## src/rtl/cpu_control_sequencer.sv

```systemverilog
// -----------------------------------------------------------------------------
// cpu_control_sequencer
//
// Multi-cycle control unit for the 12-bit microcontroller datapath. After
// reset it streams PROG_DEPTH words into instruction memory, then runs a
// FETCH / DECODE / EXECUTE loop, producing every datapath control strobe.
// The datapath itself is purely structural.
//
// Parameters:
//   PROG_DEPTH  number of instruction words loaded after reset (1..256)
//
// Ports:
//   clk        in   system clock, rising edge
//   rst        in   asynchronous active-high reset
//   LoadValid  in   program-load word present this cycle
//   LoadAddr   out  [7:0] instruction-memory write address during load
//   ImemWe     out  instruction-memory write strobe (LOAD only)
//   IR         in   [11:0] instruction-memory output, addressed by PC
//   ZeroFlag   in   registered ALU zero status, read only in EXECUTE
//   IrEn       out  instruction-register load enable (FETCH)
//   PcEn       out  PC load enable (EXECUTE, all opcodes except HLT)
//   Mux1Sel    out  next-PC select: 1 = IR[7:0] branch target, 0 = PC+1
//   Mux2Sel    out  ALU B select: 1 = data-memory read data, 0 = immediate
//   AluOp      out  [2:0] ALU operation
//   AccEn      out  accumulator load enable
//   DmemWe     out  data-memory write strobe
//   Halted     out  high while in HALT
// -----------------------------------------------------------------------------
module cpu_control_sequencer #(
  parameter int unsigned PROG_DEPTH = 256
) (
  input  logic        clk,
  input  logic        rst,
  input  logic        LoadValid,
  output logic [7:0]  LoadAddr,
  output logic        ImemWe,
  input  logic [11:0] IR,
  input  logic        ZeroFlag,
  output logic        IrEn,
  output logic        PcEn,
  output logic        Mux1Sel,
  output logic        Mux2Sel,
  output logic [2:0]  AluOp,
  output logic        AccEn,
  output logic        DmemWe,
  output logic        Halted
);

  typedef enum logic [2:0] {
    S_LOAD    = 3'd0,
    S_FETCH   = 3'd1,
    S_DECODE  = 3'd2,
    S_EXECUTE = 3'd3,
    S_HALT    = 3'd4
  } state_t;

  // Last load address; for PROG_DEPTH=256 this is 255 and the counter
  // wraps back to 0 naturally on the final write.
  localparam logic [7:0] LOAD_LAST = 8'(PROG_DEPTH - 1);

  localparam logic [3:0] OP_NOP = 4'b0000;
  localparam logic [3:0] OP_HLT = 4'b0001;
  localparam logic [3:0] OP_JMP = 4'b0010;
  localparam logic [3:0] OP_JZ  = 4'b0011;
  localparam logic [3:0] OP_LDA = 4'b0100;
  localparam logic [3:0] OP_STA = 4'b0101;

  localparam logic [2:0] ALU_PASS_B = 3'b111;

  state_t      r_state;
  state_t      w_state_nxt;
  logic [7:0]  r_cnt;
  logic [7:0]  w_cnt_nxt;
  logic [11:0] r_lir;
  logic        w_lir_load;
  logic [3:0]  w_opcode;

  // Operand field of the latched instruction is consumed by the datapath
  // from IR directly; only the opcode bits matter here.
  logic        w_unused_lir;
  assign w_unused_lir = ^r_lir[7:0];

  assign w_opcode = r_lir[11:8];

  // ---------------------------------------------------------------------------
  // State register
  // ---------------------------------------------------------------------------
  always_ff @(posedge clk or posedge rst) begin
    if (rst) begin
      r_state <= S_LOAD;
    end else begin
      r_state <= w_state_nxt;
    end
  end

  // ---------------------------------------------------------------------------
  // Load counter
  // ---------------------------------------------------------------------------
  always_ff @(posedge clk or posedge rst) begin
    if (rst) begin
      r_cnt <= '0;
    end else begin
      r_cnt <= w_cnt_nxt;
    end
  end

  // ---------------------------------------------------------------------------
  // Latched instruction register, captured at the end of DECODE
  // ---------------------------------------------------------------------------
  always_ff @(posedge clk or posedge rst) begin
    if (rst) begin
      r_lir <= '0;
    end else if (w_lir_load) begin
      r_lir <= IR;
    end
  end

  // ---------------------------------------------------------------------------
  // Next-state and output decode
  // ---------------------------------------------------------------------------
  always_comb begin
    w_state_nxt = r_state;
    w_cnt_nxt   = r_cnt;
    w_lir_load  = 1'b0;
    LoadAddr    = '0;
    ImemWe      = 1'b0;
    IrEn        = 1'b0;
    PcEn        = 1'b0;
    Mux1Sel     = 1'b0;
    Mux2Sel     = 1'b0;
    AluOp       = '0;
    AccEn       = 1'b0;
    DmemWe      = 1'b0;
    Halted      = 1'b0;

    case (r_state)
      S_LOAD: begin
        LoadAddr = r_cnt;
        ImemWe   = LoadValid;
        if (LoadValid) begin
          if (r_cnt == LOAD_LAST) begin
            w_cnt_nxt   = '0;
            w_state_nxt = S_FETCH;
          end else begin
            w_cnt_nxt = r_cnt + 8'd1;
          end
        end
      end

      S_FETCH: begin
        IrEn        = 1'b1;
        w_state_nxt = S_DECODE;
      end

      S_DECODE: begin
        w_lir_load  = 1'b1;
        w_state_nxt = S_EXECUTE;
      end

      S_EXECUTE: begin
        PcEn        = 1'b1;
        w_state_nxt = S_FETCH;
        if (w_opcode[3]) begin
          // ALU-immediate group: low three opcode bits select the operation.
          AccEn   = 1'b1;
          Mux2Sel = 1'b0;
          AluOp   = w_opcode[2:0];
        end else begin
          case (w_opcode)
            OP_NOP: ;
            OP_HLT: begin
              PcEn        = 1'b0;
              w_state_nxt = S_HALT;
            end
            OP_JMP: Mux1Sel = 1'b1;
            OP_JZ:  Mux1Sel = ZeroFlag;
            OP_LDA: begin
              AccEn   = 1'b1;
              Mux2Sel = 1'b1;
              AluOp   = ALU_PASS_B;
            end
            OP_STA: DmemWe = 1'b1;
            default: ; // reserved opcodes behave as NOP
          endcase
        end
      end

      S_HALT: begin
        Halted = 1'b1;
      end

      default: begin
        w_state_nxt = S_LOAD;
      end
    endcase
  end

endmodule

```

## config.mk

```make
export PLATFORM = sky130hd
export DESIGN_NAME = cpu_control_sequencer
export DESIGN_NICKNAME = d
export VERILOG_FILES = /design/src/rtl/cpu_control_sequencer.sv
export SDC_FILE = /design/constraint.sdc
export NUM_CORES = 1
export LEC_CHECK = 0
export CAP_MARGIN = 10
export CORE_ASPECT_RATIO = 1.25
export CORE_MARGIN = 2
export CORE_UTILIZATION = 25
export DETAILED_ROUTE_END_ITERATION = 7
export PLACE_DENSITY = 0.48
export RECOVER_POWER = 100
export SETUP_SLACK_MARGIN = 0.2
export SLEW_MARGIN = 25
export SYNTH_ARGS = -nofsm -noshare
export SYNTH_HDL_FRONTEND = slang
export SYNTH_SLANG_ARGS = --single-unit
```

## constraint.sdc

```tcl
create_clock -name clk -period 2.12 [get_ports clk]
set_clock_uncertainty 0.15 [all_clocks]
set_input_delay 0.212 -clock clk [delete_from_list [all_inputs] [get_ports clk]]
set_output_delay 0.212 -clock clk [all_outputs]
set_load 0.1 [all_outputs]
```

* Yosys cells after proc, flatten, opt, wreduce, memory -nomap -nowiden
Cells that the tools add are included.
Widths: inputs -> output; s select.
** Storage, ports and cells
- Word-level logic and storage cells :: 48
- Input bits :: 16
- ROM bits :: 0
- Output and inout port bits :: 19
- Memories kept :: 0
- Memory bits (writable) :: 0
- Bits in registers :: 23
- Latch bits :: 0
** Cells by class
- Muxes and demuxes :: 28
- Bitwise logic cells :: 1
- Eq/ne operators :: 12
- Magnitude comparators :: 0
- Div/mod/pow operators :: 0
- $add $sub $neg :: 1
- Shift-type cells :: 0
- Multiply operators :: 0
- Reductions and logical operators :: 3
** Operators by type and width (count)
- $mux 3 :: 7
- $mux 1 :: 17
- $mux 8 :: 2
- $pmux 3 s5 :: 1
- $add 8x1->8 const B :: 1
- $eq 4x2->1 const B :: 2
- $eq 4x3->1 const B :: 2
- $eq 8x8->1 const B :: 1
- $eq 3x2->1 const B :: 2
- $eq 4x1->1 const B :: 1
- $ne 2x2->1 const B :: 2
- $eq 3x1->1 const B :: 1
- $eq 3x3->1 const B :: 1
- $logic_not 3->1 :: 1
- $reduce_and 3->1 :: 1
- $pmux 1 s2 :: 1
- $reduce_and 2->1 :: 1
- $not 1->1 :: 1

* Logic depth before layout (Yosys ltp)
Gate-level depths: netlist of the first run.
- Word-level depth :: 4
- Mapped depth :: 6

* Worst setup path after synthesis of the first run
No wires, ideal clock.
- Path kind :: reg2out
- Start :: register r_state[2]
- End :: output port DmemWe
- Stages on the path, launching flop included :: 4
- Path slack :: -1.652 ns
- Required time :: 1.758 ns
- Data arrival time :: 3.410 ns
- Cell sequence :: dfrtp_1 nand3b_1 or3b_2 nor3b_1
** Between the ends
- Word-level cells in the longest chain between the ends :: 2
** RTL lines
- start, declared :: line 70 : state_t r_state;
- start signal, assigned :: line 92 : r_state <= w_state_nxt;
- $eq 3x2->1 :: line 136 : case (r_state)
- $mux 1 :: line 136
- end, declared :: line 45 : output logic DmemWe,
No other way between the ends.

* Worst setup path in the final report of the first run
- Start :: register r_state[2]
- End :: output port ImemWe
** Between the ends
- Word-level cells in the longest chain between the ends :: 2
** RTL lines
- $logic_not 3->1 :: line 136
- $mux 1 :: line 136
- end, declared :: line 36 : output logic ImemWe,
No other way between the ends.

==> results.py, run 1 <==
metrics = {
    "run_status": {
        "status": "finished clean",
    },
    "timing": {
        "tightest_slew_ns": 0.590,
        "fmax_ghz": 0.483,
        "tns_ns": 0,
        "period_needed_ns": 2.07,
        "post-route-period-util_pct": 97.7,
        "hold_viol": 0,
        "relSlewSlack_pct": 60.6,
        "setup_viol": 0,
        "rsz0062_at_grt": "true",
        "slew_violations": 0,
    },
    "routing": {
        "routedWlPerCell_um": 13.9,
        "drt-total-wl_mm": 2.48,
        "ant_nets": 0,
        "num_vias": 896,
        "drc_errors": 0,
        "met2_length_mm": 1.38,
        "met1_length_um": 947,
        "drt_iter0_markers": 19,
        "viasPerCell": 5.01,
        "dr_wl_met3_um": 116,
        "dr.pass1.iters": 4,
        "routed.top_layer": "met4",
    },
    "floorplanning": {
        "core_area_mm2": 0.00342,
        "dieArea_mm2": 0.00398,
        "die_w_um": 56.8,
        "die_h_um": 70.0,
        "io_pins": 35,
        "initial_core_util_pct": 25.5,
        "num_rows": 24,
    },
    "grt": {
        "track_usage_pct": 12.8,
        "grt-ovfl-total": 0,
        "antenna_found_initial": 0,
        "grt_max_degree": 16,
        "grt_pass1_wl_mm": 4.13,
        "grt_pass1_vias": 893,
    },
    "worst_setup_path": {
        "critPathMaxFanout": 5,
        "cp_cell_sequence": "clkbuf_4 > buf_6 > or4b_4 > inv_6 > buf_8",
        "slowest_delay_ns": 0.52,
        "path_class": "reg -> out",
        "crit_path_top_delay_cell": "or4b_4",
        "required_ns": 1.76,
        "arrival_ns": 1.71,
        "cp-end-kind": "primary output",
        "crit_path_start_kind": "flip-flop",
    },
    "layout": {
        "finalNonFillerCells": 179,
        "nets": 158,
        "syn2layout_area_growth_pct": 78.5,
        "layout_commonest_cell": "buf_12",
        "layout_common_cells": "buf_12, dfrtp_1, buf_4",
        "diodes": 0,
        "layout-drive-gt1-share_pct": 44.3,
    },
    "synthesis": {
        "async_flop_share_pct": 100,
        "synth_seq_cells": 15,
        "ys_warn_count": 0,
        "synth_area_um2": 872,
        "synth_cells": 94,
        "synth_ff_type": "dfrtp_1",
        "synth.yosys.seq_area_share_pct": 43.0,
        "synth_cell_types": 32,
        "syn_nets": 111,
        "avgSynthCellArea_um2": 9.28,
        "synth-edff-count": 0,
    },
    "placed_design": {
        "dpl.cell_count": 162,
        "io_buffers": 26,
        "place_congestion": 0.837,
        "dp_hpwl_mm": 1.70,
    },
    "power": {
        "pwr-share-seq_pct": 20.1,
        "p_sw_mw": 1.38,
        "pwr-share-clk_pct": 8.7,
        "leakage_nw": 0.648,
        "p_int_mw": 1.24,
        "cellPowerDensity_mw_per_mm2": 1680,
        "p_comb_share_pct": 71.2,
        "switching_share_pct": 52.6,
        "irDropWorstVdd_uv": 1150,
    },
    "cts": {
        "cts_buffer_depth": 2,
        "h-tree-depth": 1,
        "cts_hold_buffers": 0,
        "clk_pin_slew_worst_paths_ns": 0.06,
        "cts_made_buffers": 3,
        "cts_num_sinks": 15,
        "clk_latency_ns": 0.24,
        "cts_tree": "yes",
        "cts-root-buf": "clkbuf_8",
    },
    "worst_hold_path": {
        "hp-class": "in -> async",
    },
    "flow_run": {
        "max-cap-violations": 0,
    },
}
[worst max-delay path: cells and delay by family, from the launching register on]
family | cells | cell delay, ns
buf+inv | 4 | 0.53
simple gates | 1 | 0.52
flops | 1 | 0.40
[flip-flops by register name, summed over array words and instances, names as in the netlist]
name / cells
r_cnt: 8
r_lir: 4
r_state: 3
[routing by layer]
metal / GRT usage [%] / vias up
met5: 0 / -
met4: 3.88 / 0
met3: 2.22 / 6
met2: 25.1 / 29
met1: 13.5 / 437
li1: - / 424
[synth_stat cells (2+ instances only)]
library cell / count / share of area, %
mux2_2: 4 / 5.2
nand4_1: 3 / 2.2
and2_1: 8 / 5.7
and3_1: 2 / 1.4
nor3_1: 4 / 2.3
inv_1: 3 / 1.3
buf_2: 2 / 1.1
nand3_1: 3 / 1.7
dfrtp_1: 15 / 43
xnor2_1: 4 / 4.0
nand2_1: 7 / 3.0
nor3b_1: 3 / 2.6
a21oi_1: 5 / 2.9
nor2_1: 6 / 2.6
o21ai_0: 7 / 4.0
nand3b_1: 2 / 1.7
[final timing paths]
path | from | to | slack, ns | cells after the start
min in group clk | r_cnt[7] | r_cnt[7] | 0.37 | 1
max | r_state[2] | ImemWe | 0.05 | 5
min | rst | r_lir[9] | 0.32 | 2
min reg2reg | r_cnt[7] | r_cnt[7] | 0.37 | 1
max reg2reg | r_state[2] | r_cnt[7] | 0.15 | 6
max in group asynchronous | rst | r_lir[11] | 1.08 | 2
[cell families after synthesis]
family,Yosys count,share of synthesized area (%)
simple gates,45,29.7
mux,5,6.31
xor+xnor,4,4.02
compound gates,17,11.3
fa+ha+maj,1,1.43
flops,15,43.0
buf+inv,7,4.16
[area by class of cell]
class	instances	area [µm²]
Timing Repair Buffer	45	531
Sequential cell	15	380
Tap cell	39	48.8
Multi-Input combinational cell	72	532
Inverter	4	20.0
Clock buffer	4	45.0
Fill cell	353	1870
[power groups by stage]
| stage | clock (mW) | sequential (mW) | combinational [mW] |
|---|---|---|---|
| floorplan | 0 | 0.513 | 1.18 |
| global placement | 0 | 0.542 | 1.75 |
| detailed placement | 0 | 0.550 | 1.76 |
| CTS | 0.239 | 0.521 | 1.90 |
| global route | 0.244 | 0.549 | 1.96 |
| finish | 0.226 | 0.527 | 1.86 |
[metrics by stage]
stage	utilization, %	hold WS [ns]	power (mW)	instance area, µm²	worst slack [ns]
4_1_cts	46.3	0.199	2.66	1590	0.0553
2_1_floorplan	-	-0.0365	1.69	932	-0.315
5_1_grt	45.5	0.368	2.75	1560	0.00600
3_3_place_gp	42.5	0.348	2.29	1460	0.0643
3_5_place_dp	42.5	0.351	2.31	1460	0.0275
6_report	45.5	0.319	2.61	1560	0.0487
[what timing repair did]
item                       in CTS  in global routing
gates resized for setup         8                 20
setup endpoints to repair       5                 17
buffers inserted                9                  4
pin swaps                       2                  6
(Power assumes the default switching activity.)
==> run 2, diff against run 1 <==
Settings changed: SKIP_LAST_GASP from default to 1.
==> results of run 2 <==
Same layout as run 1: the final DEF is identical, and so are final timing and power.
==> run 3, diff against run 2 <==
Settings changed: CORE_MARGIN 2 to default, SKIP_LAST_GASP 1 to default, SLEW_MARGIN 25 to 20.
==> run 3 against run 2 <==
Compared with the run above: wire length fell by 12%; critical path depth down 1; die area decreased by 6.3%; fmax rose by 0.87%; sequential power is essentially flat; first-iteration DRC count is the same; cell count down 5.0%; critical endpoint is now DmemWe; combinational power decreased by 9.7%; via count decreased by 6.3%; clock-buffer cell count stayed put; sequential cell count did not move.
==> results.py, run 3 (synthesized netlist as in run 1, its figures left out) <==
metrics = {
    "run_status": {
        "status": "finished clean",
    },
    "grt": {
        "grt_max_degree": 16,
        "grt_pass1_vias": 795,
        "grt_pass1_wl_mm": 3.51,
        "antenna_found_initial": 0,
        "grt-ovfl-total": 0,
        "track_usage_pct": 13.1,
    },
    "cts": {
        "cts_num_sinks": 15,
        "cts_buffer_depth": 2,
        "cts_made_buffers": 3,
        "cts_hold_buffers": 0,
        "cts_tree": "yes",
        "cts-root-buf": "clkbuf_8",
        "h-tree-depth": 1,
        "clk_pin_slew_worst_paths_ns": 0.06,
        "clk_latency_ns": 0.24,
    },
    "layout": {
        "syn2layout_area_growth_pct": 63.8,
        "layout_common_cells": "dfrtp_1, and2_2, buf_12",
        "finalNonFillerCells": 170,
        "layout_commonest_cell": "dfrtp_1",
        "finalInstanceArea_mm2": 0.00143,
        "top_regs": "r_cnt: 8 flops, r_lir: 4 flops, r_state: 3 flops",
        "diodes": 0,
        "max_flop_register": "r_cnt",
        "layout-drive-gt1-share_pct": 41.4,
        "nets": 151,
        "largest_reg_flops": 8,
    },
    "power": {
        "p_sw_mw": 1.33,
        "pwr-share-seq_pct": 21.7,
        "p_int_mw": 1.10,
        "p_comb_share_pct": 69.1,
        "irDropWorstVdd_uv": 910,
        "switching_share_pct": 54.8,
        "cellPowerDensity_mw_per_mm2": 1700,
        "pwr-share-clk_pct": 9.3,
        "leakage_nw": 0.589,
    },
    "worst_setup_path": {
        "required_ns": 1.76,
        "crit_path_top_delay_cell": "or3b_4",
        "crit_path_start_kind": "flip-flop",
        "path_class": "reg -> out",
        "reg2reg_from": "r_state[2]",
        "r2r_end": "r_cnt[7]",
        "arrival_ns": 1.69,
        "slowest_delay_ns": 0.43,
        "cp-end-kind": "primary output",
        "ff2ff_path_depth": 4,
        "reg2reg_slack_ns": 0.21,
        "cp_cell_sequence": "nand3b_1 > or3b_4 > nor3b_4 > buf_12",
        "critPathMaxFanout": 2,
    },
    "floorplanning": {
        "io_pins": 35,
        "dieArea_mm2": 0.00373,
        "die_w_um": 54.8,
        "num_rows": 23,
        "core_area_mm2": 0.00328,
        "initial_core_util_pct": 26.6,
        "die_h_um": 68.0,
    },
    "placed_design": {
        "placed_area_mm2": 0.00147,
        "io_buffers": 26,
        "dp_hpwl_mm": 1.64,
        "dpl.cell_count": 162,
        "place_congestion": 0.823,
    },
    "timing": {
        "slew_violations": 0,
        "fmax_ghz": 0.487,
        "post-route-period-util_pct": 96.9,
        "relSlewSlack_pct": 61.6,
        "hold_viol": 0,
        "period_needed_ns": 2.05,
        "tightest_slew_ns": 0.576,
        "tns_ns": 0,
        "rsz0062_at_grt": "true",
        "setup_viol": 0,
    },
    "routing": {
        "drt-total-wl_mm": 2.19,
        "viasPerCell": 4.94,
        "dr.pass1.iters": 4,
        "drt_iter0_markers": 19,
        "routedWlPerCell_um": 12.9,
        "ant_nets": 0,
        "drc_errors": 0,
        "num_vias": 840,
    },
    "worst_hold_path": {
        "hp-class": "in -> async",
    },
    "flow_run": {
        "max-cap-violations": 0,
    },
}
[run 3: stage by stage]
stage               power (mW)  hold slack [ns]  setup slack, ns  utilization [%]
finish                    2.43            0.311           0.0666             43.6
floorplan                 1.69          -0.0365           -0.315                -
global route              2.56            0.366           0.0113             43.6
global placement          2.32            0.345           0.0777             44.7
CTS                       2.61            0.190           0.0518             47.1
detailed placement        2.34            0.341           0.0277             44.7
[run 3: repair_timing]
action / CTS / global route
setup buffers: 3 / 1
hold endpoints to repair: 0 / 0
pin swaps: 1 / 2
setup endpoints to repair: 5 / 16
gates resized for setup: 5 / 4
cloned: 0 / 0
[run 3: power by group through the flow]
stage	logic (mW)	registers (mW)	clock network [mW]
after floorplan	1.18	0.513	0
after global placement	1.80	0.526	0
after detailed placement	1.81	0.529	0
after CTS	1.85	0.529	0.232
after global routing	1.76	0.549	0.250
final	1.68	0.526	0.226
[run 3: final cells by class]
cell class                 instances  area (µm²)
inverter                           4        20.0
sequential                        15         379
tap                               37        46.3
fill                             341        1850
multi-input combinational         72         519
timing repair buffer              38         419
clock buffer                       4        45.0
[run 3: worst max-delay path: cells and delay by family, from the launching register on]
family,cells,cell delay (ns)
buffers and inverters,1,0.20
AND/OR/NAND/NOR,3,0.84
flip-flops,1,0.40
[run 3: worst max path at each step]
| stage | from | endpoint | slack (ns) | cells after the start |
|---|---|---|---|---|
| after floorplan | r_state[2] | AccEn | -0.31 | 2 |
| after global placement | LoadValid | r_cnt[7] | 0.08 | 4 |
| after detailed placement | LoadValid | r_cnt[7] | 0.03 | 4 |
| after CTS | r_state[2] | DmemWe | 0.05 | 4 |
| after global routing | r_state[2] | LoadAddr[3] | 0.01 | 6 |
| final | r_state[2] | DmemWe | 0.07 | 4 |
[run 3: routing by layer]
layer / routed length [µm] / vias up / global-route usage [%] / part of all wire, %
met5: 0 / - / 0 / 0
met4: 35 / 0 / 5.77 / 1.6
met3: 128 / 4 / 2.89 / 5.8
met2: 1140 / 23 / 22.6 / 52
met1: 889 / 398 / 15.1 / 41
li1: - / 415 / - / -
